File: config.mk
export PLATFORM = sky130hd
export DESIGN_NAME = shot_monitor
export DESIGN_NICKNAME = d
export VERILOG_FILES = /design/src/rtl/shot_monitor.sv
export SDC_FILE = /design/constraint.sdc
export NUM_CORES = 1
export LEC_CHECK = 0
export CORE_UTILIZATION = 48
export DETAILED_ROUTE_END_ITERATION = 16
export HOLD_SLACK_MARGIN = 0.15
export MAX_ROUTING_LAYER = met4
export PLACE_DENSITY = 0.73
export SYNTH_ARGS = -nofsm -noshare
export SYNTH_HDL_FRONTEND = slang
export SYNTH_SLANG_ARGS = --single-unit
File: constraint.sdc
create_clock -name clk -period 1.9 [get_ports clk]
set_clock_uncertainty 0.1 [all_clocks]
set_input_delay 0.38 -clock clk [delete_from_list [all_inputs] [get_ports clk]]
set_output_delay 0.38 -clock clk [all_outputs]
set_load 0.005 [all_outputs]
File: src/rtl/shot_monitor.sv
// shot_monitor: consumer end of the shot-clock interface; scores shots, counts violations, drives a patterned buzzer
// Ports:
//   clk        system clock, rising edge
//   rst        asynchronous active-high reset
//   count      shot-clock value (legal range 0..MAX_COUNT)
//   shoot      shot indication, rising edge is the event
//   buzz       expiry indication, rising edge is the event
//   score      accumulated points, saturating at 255
//   violations violation count, saturating at 255
//   buzzer     patterned buzzer drive (BEEP_NUM beeps of BEEP_LEN on / BEEP_LEN off)
//   seq_err    sticky illegal-count flag
//   busy       high while a beep pattern runs
//   last_shot  clock value at the last scored shot (only with SHOT_MON_LAST_SHOT_EN defined)
module shot_monitor #(
    parameter int MAX_COUNT = 9,
    parameter int SHOT_PTS  = 2,
    parameter int BEEP_NUM  = 3,
    parameter int BEEP_LEN  = 4
) (
    input  logic       clk,
    input  logic       rst,
    input  logic [3:0] count,
    input  logic       shoot,
    input  logic       buzz,
    output logic [7:0] score,
    output logic [7:0] violations,
    output logic       buzzer,
    output logic       seq_err,
`ifdef SHOT_MON_LAST_SHOT_EN
    output logic       busy,
    output logic [3:0] last_shot
`else
    output logic       busy
`endif
);
    typedef enum logic [1:0] {IDLE, RUN, BEEP_ON, BEEP_OFF} state_t;
    state_t     state;
    logic [3:0] count_q;
    logic       shoot_q, buzz_q, armed;
    logic [7:0] beep_ctr, phase_ctr;
    logic       shoot_evt, buzz_evt, legal;
    logic [8:0] score_sum;
    logic [7:0] viol_inc;
    assign shoot_evt = shoot & ~shoot_q;
    assign buzz_evt  = buzz & ~buzz_q;
    // count_q - 1 is compared in 5 bits so that count_q == 0 never matches a wrapped 15
    assign legal = (count <= 4'(MAX_COUNT)) &&
                   (count == count_q || 5'(count) + 5'd1 == 5'(count_q) ||
                    count == 4'(MAX_COUNT) || (count_q == 4'd0 && count == 4'd0));
    assign score_sum = {1'b0, score} + 9'(SHOT_PTS);
    assign viol_inc  = (violations == 8'hFF) ? violations : violations + 8'd1;
    always_ff @(posedge clk or posedge rst) begin
        if (rst) begin
            state      <= IDLE;
            count_q    <= 4'd0;
            shoot_q    <= 1'b0;
            buzz_q     <= 1'b0;
            armed      <= 1'b0;
            beep_ctr   <= 8'd0;
            phase_ctr  <= 8'd0;
            score      <= 8'd0;
            violations <= 8'd0;
            buzzer     <= 1'b0;
            seq_err    <= 1'b0;
            busy       <= 1'b0;
`ifdef SHOT_MON_LAST_SHOT_EN
            last_shot  <= 4'd0;
`endif
        end else begin
            shoot_q <= shoot;
            buzz_q  <= buzz;
            count_q <= count;
            // the first cycle after reset has no meaningful count_q to compare against
            armed   <= 1'b1;
            if (armed && !legal)
                seq_err <= 1'b1;
            case (state)
                IDLE: if (count == 4'(MAX_COUNT)) state <= RUN;
                RUN: begin
                    if (shoot_evt) begin
                        score <= score_sum[8] ? 8'hFF : score_sum[7:0];
`ifdef SHOT_MON_LAST_SHOT_EN
                        last_shot <= count_q;
`endif
                    end else if (buzz_evt) begin
                        violations <= viol_inc;
                        beep_ctr   <= 8'(BEEP_NUM);
                        phase_ctr  <= 8'(BEEP_LEN - 1);
                        state      <= BEEP_ON;
                        buzzer     <= 1'b1;
                        busy       <= 1'b1;
                    end
                end
                BEEP_ON: begin
                    if (buzz_evt)
                        violations <= viol_inc;
                    if (phase_ctr == 8'd0) begin
                        phase_ctr <= 8'(BEEP_LEN - 1);
                        state     <= BEEP_OFF;
                        buzzer    <= 1'b0;
                    end else
                        phase_ctr <= phase_ctr - 8'd1;
                end
                BEEP_OFF: begin
                    if (buzz_evt)
                        violations <= viol_inc;
                    if (phase_ctr == 8'd0) begin
                        beep_ctr  <= beep_ctr - 8'd1;
                        phase_ctr <= 8'(BEEP_LEN - 1);
                        if (beep_ctr == 8'd1) begin
                            state <= RUN;
                            busy  <= 1'b0;
                        end else begin
                            state  <= BEEP_ON;
                            buzzer <= 1'b1;
                        end
                    end else
                        phase_ctr <= phase_ctr - 8'd1;
                end
                default: state <= IDLE;
            endcase
        end
    end
endmodule

After elaboration in Yosys (flattened, before gate mapping). Index checks and enable logic that the tools add are counted.

Bits in registers: 44. Input bits: 8. Output and inout bits: 19. Logic and storage cells: 86.

Add/subtract/negate cells: 5. Order comparisons: 1. Eq/ne operators: 15. Multiplexer cells: 27. Bitwise logic cells: 4. Reductions and logical operators: 22.

Operator list (number): $mux 8 (8); $pmux 8 s2 (3); $sub 8x1->8 const B (2); $ne 2x2->1 const B (7); $mux 2 (6); $reduce_and 5->1 (2); $add 8x2->9 const B (1); $add 8x1->8 const B (1); $eq 8x1->1 const B (1); $eq 8x8->1 const B (1); $logic_not 4->1 (2); $logic_not 8->1 (1); $pmux 2 s4 (1); $mux 1 (7); $reduce_and 6->1 (1); $add 4x1->5 const B (1); $eq 5x4->1 (1); $eq 2x2->1 const B (2); $eq 4x4->1 (1); $eq 4x4->1 const B (1); $le 4x4->1 const B (1); $reduce_and 2->1 (2); $reduce_and 4->1 (1); $reduce_bool 2->1 (2); 12 further kinds (18).

Depth between registers and ports, before layout.
Depth after elaboration: 8. Mapped depth: 7. Mapped depth without buffers: 6.

Least setup slack after synthesis. Ideal clock, no wire load.

Kind: register to register. Start: reg phase_ctr[0]. End: reg beep_ctr[3]. Library setup time: 0.078 ns. Arrival time: 1.664 ns. Path slack: 0.059 ns. Cell stages (with the launch flop): 8. Clock period less this slack: 1.841 ns. Cell sequence: dfrtp_1 -> inv_1 -> ha_1 -> and4bb_2 -> a22oi_2 -> buf_4 -> or4_1 -> a21oi_1.

Word-level cells in the longest chain between the ends: 3.

Ends and longest elaborated chain: start, declared (RTL line 40) `logic [7:0] beep_ctr, phase_ctr;`; start signal, assigned (RTL line 88) `phase_ctr <= 8'(BEEP_LEN - 1);`; start signal, assigned (RTL line 98) `phase_ctr <= 8'(BEEP_LEN - 1);`; start signal, assigned (RTL line 102) `phase_ctr <= phase_ctr - 8'd1;`; $logic_not 8->1 (RTL line 107) `if (phase_ctr == 8'd0) begin`; $ne 2x2->1 (no source line); $reduce_and 4->1 (no source line); end signal, assigned (RTL line 87) `beep_ctr <= 8'(BEEP_NUM);`; end signal, assigned (RTL line 108) `beep_ctr <= beep_ctr - 8'd1;`; end, declared (RTL line 40).

Every way passes these cells. A chain may end at the register's enable or synchronous reset.

Worst setup path in the final report.
Start: reg beep_ctr[3]. End: reg beep_ctr[7].

Word-level cells in the longest chain between the ends: 3.

Ends and longest elaborated chain: $sub 8x1->8 (RTL line 108); $mux 8 (RTL line 107); $pmux 8 s2 (RTL line 77) `case (state)`.

Every way passes these cells. The select of a mux whose other input is x is not followed.

==> results.tsv <==
stage	metric	value	unit
global_route	grt_pass1_vias	1926	
sta	slew_violations	0	
die	die_h	72.0	um
cts	clockBufferDepth	2	
drt	ant_nets	0	
synth	yosysWarnings	0	
drt	dr_total_vias	2000	
sta	fin_crit_sh	0.977	
synth	synth.largest_area_cell	dfrtp_1	
critical_path	end_kind	flip-flop	
synth	yosysMostFrequentCell	dfrtp_1	
place	io_buffers	26	
drt	first_pass_iters	4	
pwr	vdd_drop_max	0.649	mV
outcome	outcome	finished clean	
cells_and_area	layout-drive-gt1-share	0.238	
cts	cts_tree	done	
critical_path	worstPathRequired	2.02	ns
cells_and_area	fin_nets	315	
drt	drc	0	
sta	rsz0062_at_grt	true	
drt	totalWireLength	4.96	mm
die	core-area	0.00472	mm2
synth	synth-edff-count	0	
critical_path	arrival	1.98	ns
synth	synthDistinctLibCells	45	
synth	ys_seq_elements	44	
die	die_width	72.0	um
cells_and_area	area_delta_synth_final	33.5	%
drt	via_per_inst	5.48	
synth	async_flop_share	1.00	
sta	max_freq	539	MHz
critical_path	r2r-start	beep_ctr[3]	
sta	setup_violations	0	
cts	numClockSinks	44	
drt	routedWlPerCell	13.6	um
place	dp_hpwl	3.54	mm
cts	cts_buffers	5	
synth	ys_top_cells_by_area	dfrtp_1 47%, ha_1 5.3%, a21oi_1 4.5%	
place	placedCellCount	352	
cts	clk_latency	0.30	ns
synth	syn-num-nets	253	
global_route	grt_pass1_wl	8.44	mm
critical_path	worstSetupPathType	flip-flop to flip-flop	
global_route	grt_remaining_overflow	0	
die	rows	25	
global_route	grt_max_degree	45	
synth	synth_seq_area_share	0.469	
worst_hold_path	hp-class	input pin to flip-flop	
global_route	grt_usage	0.211	
synth	synth_flop_cell	dfrtp_1	
cells_and_area	finalNonFillerCells	365	
sta	fin_crit	1.86	ns
global_route	antenna_found_initial	0	
job	cap_viol_max_count	0	
worst_hold_path	hold_path.startpoint	buzz	
cts	cts-root-buf	clkbuf_8	
cells_and_area	n_antenna_cell	0	
synth	netlist_area	0.00235	mm2
pwr	power.leakage	0.00142	uW
sta	final.setup.tns	0	ns
cts	clk_pin_slew	0.08	ns
synth	synth_commonest_cells	44 x dfrtp_1, 21 x a21oi_1, 18 x nand2_1	
pwr	power.density	1270	mW/mm2
die	initial_core_util	0.497	
cts	cts_htree_levels	2	
drt	first_iter_violations	115	
die	die_area	0.00518	mm2
critical_path	startpoint	beep_ctr[3]	
die	io_pins	27	
place	globalplace.congestion	0.818	
synth	syn_inst	235	
critical_path	worst_setup_path_start_kind	flip-flop	
critical_path	worstPathMaxFanout	5	
sta	hold_violations	0	
synth	netlist.area_leader.share	0.469	
cts	postCtsHoldBufs	0	
synth	avgSynthCellArea	10.0	um2
-- final timing paths --
path | depth (start not counted) | endpoint | slack, ns
setup / recovery | 4 | beep_ctr[7] | 0.04
hold / removal | 1 | buzz_q | 0.18
setup reg to reg | 4 | beep_ctr[7] | 0.04
hold reg to reg | 1 | score[0] | 0.38
max in group asynchronous | 3 | state[0] | 1.15
min in group asynchronous | 3 | violations[1] | 0.32
-- critical path, cell delays in order (launching register included) --
cell and delay [ns]:
dfrtp_1 0.41, or4_4 0.58, nor2_1 0.11, or4b_1 0.46
a21oi_2 0.13
-- power breakdown --
| group | switching [uW] | total [uW] | internal [uW] |
|---|---|---|---|
| combinational | 853 | 1840 | 985 |
| sequential | 340 | 1550 | 1210 |
| clock | 305 | 596 | 290 |
| total | 1500 | 3980 | 2490 |
-- area by class of cell --
type	instances	area, um2
multi-input combinational	174	1280
fill	371	1590
timing repair buffer	61	537
clock inverter	2	10.0
clock buffer	6	82.6
tap	67	83.8
inverter	11	41.3
sequential	44	1100
-- layer usage --
layer | GRT usage | part of all wire | vias to the layer above
met5 | - | 0 | -
met4 | 0.0719 | 0.020 | 0
met3 | 0.0417 | 0.028 | 10
met2 | 0.343 | 0.48 | 26
met1 | 0.267 | 0.47 | 976
li1 | - | - | 988
-- logic make-up (layout without fill, tap and decap cells) --
logic type | count (synthesis) | in the layout | share of synthesized area
and+or+nand+nor | 95 | 95 | 0.247
DFF | 44 | 44 | 0.469
other | 1 | 1 | 0.00160
adders and majority gates | 10 | 10 | 0.0532
muxes | 4 | 4 | 0.0181
AOI/OAI and AO/OA | 48 | 49 | 0.124
xor gates and xnor gates | 15 | 15 | 0.0559
buffers and inverters | 18 | 80 | 0.0319
-- through the flow --
step           hold WS [ns]  power (uW)   util  setup slack [ns]  instance area, um2
2_1_floorplan         0.311        2430      -            0.0590                2350
3_3_place_gp          0.352        3130  0.615            -0.407                2910
3_5_place_dp          0.351        3180  0.615            -0.496                2910
4_1_cts               0.333        3840  0.643           -0.0186                3040
5_1_grt               0.184        4280  0.664           -0.0206                3140
6_report              0.183        3980  0.664            0.0442                3140
-- sequential cells by signal, indices dropped and copies added (netlist names), 2 cells and up --
name,count
count_q,4
beep_ctr,8
phase_ctr,8
state,2
violations,8
score,8
-- placed cells by master, fill, tap and decap left out, drive strengths merged, types with 2 or more instances in the layout --
| cell type | count |
|---|---|
| dfrtp | 44 |
| buf | 35 |
| clkdlybuf4s50 | 24 |
| a21oi | 21 |
| nand2 | 18 |
| xor2 | 12 |
| o21ai | 10 |
| inv | 10 |
| ha | 10 |
| or3 | 9 |
| and3 | 8 |
| nor2 | 8 |
| nor4 | 8 |
| nor3 | 7 |
| or4 | 7 |
| nand3 | 6 |
| clkbuf | 6 |
| nand2b | 6 |
| o31ai | 5 |
| nand4 | 4 |
| a22oi | 4 |
| xnor2 | 3 |
| clkinv | 3 |
| nor4b | 2 |
| and4 | 2 |
| mux2 | 2 |
| mux2i | 2 |
| nand3b | 2 |
| nor2b | 2 |
| a31oi | 2 |
| nor3b | 2 |
| or4b | 2 |
-- what timing repair did --
action / CTS / global route
setup endpoints to repair: 11 / 15
cloned: 0 / 1
setup buffers: 2 / 2
resized for setup: 5 / 19
pin swaps: 1 / 8
Note: power is estimated with default switching activity, not from simulation.
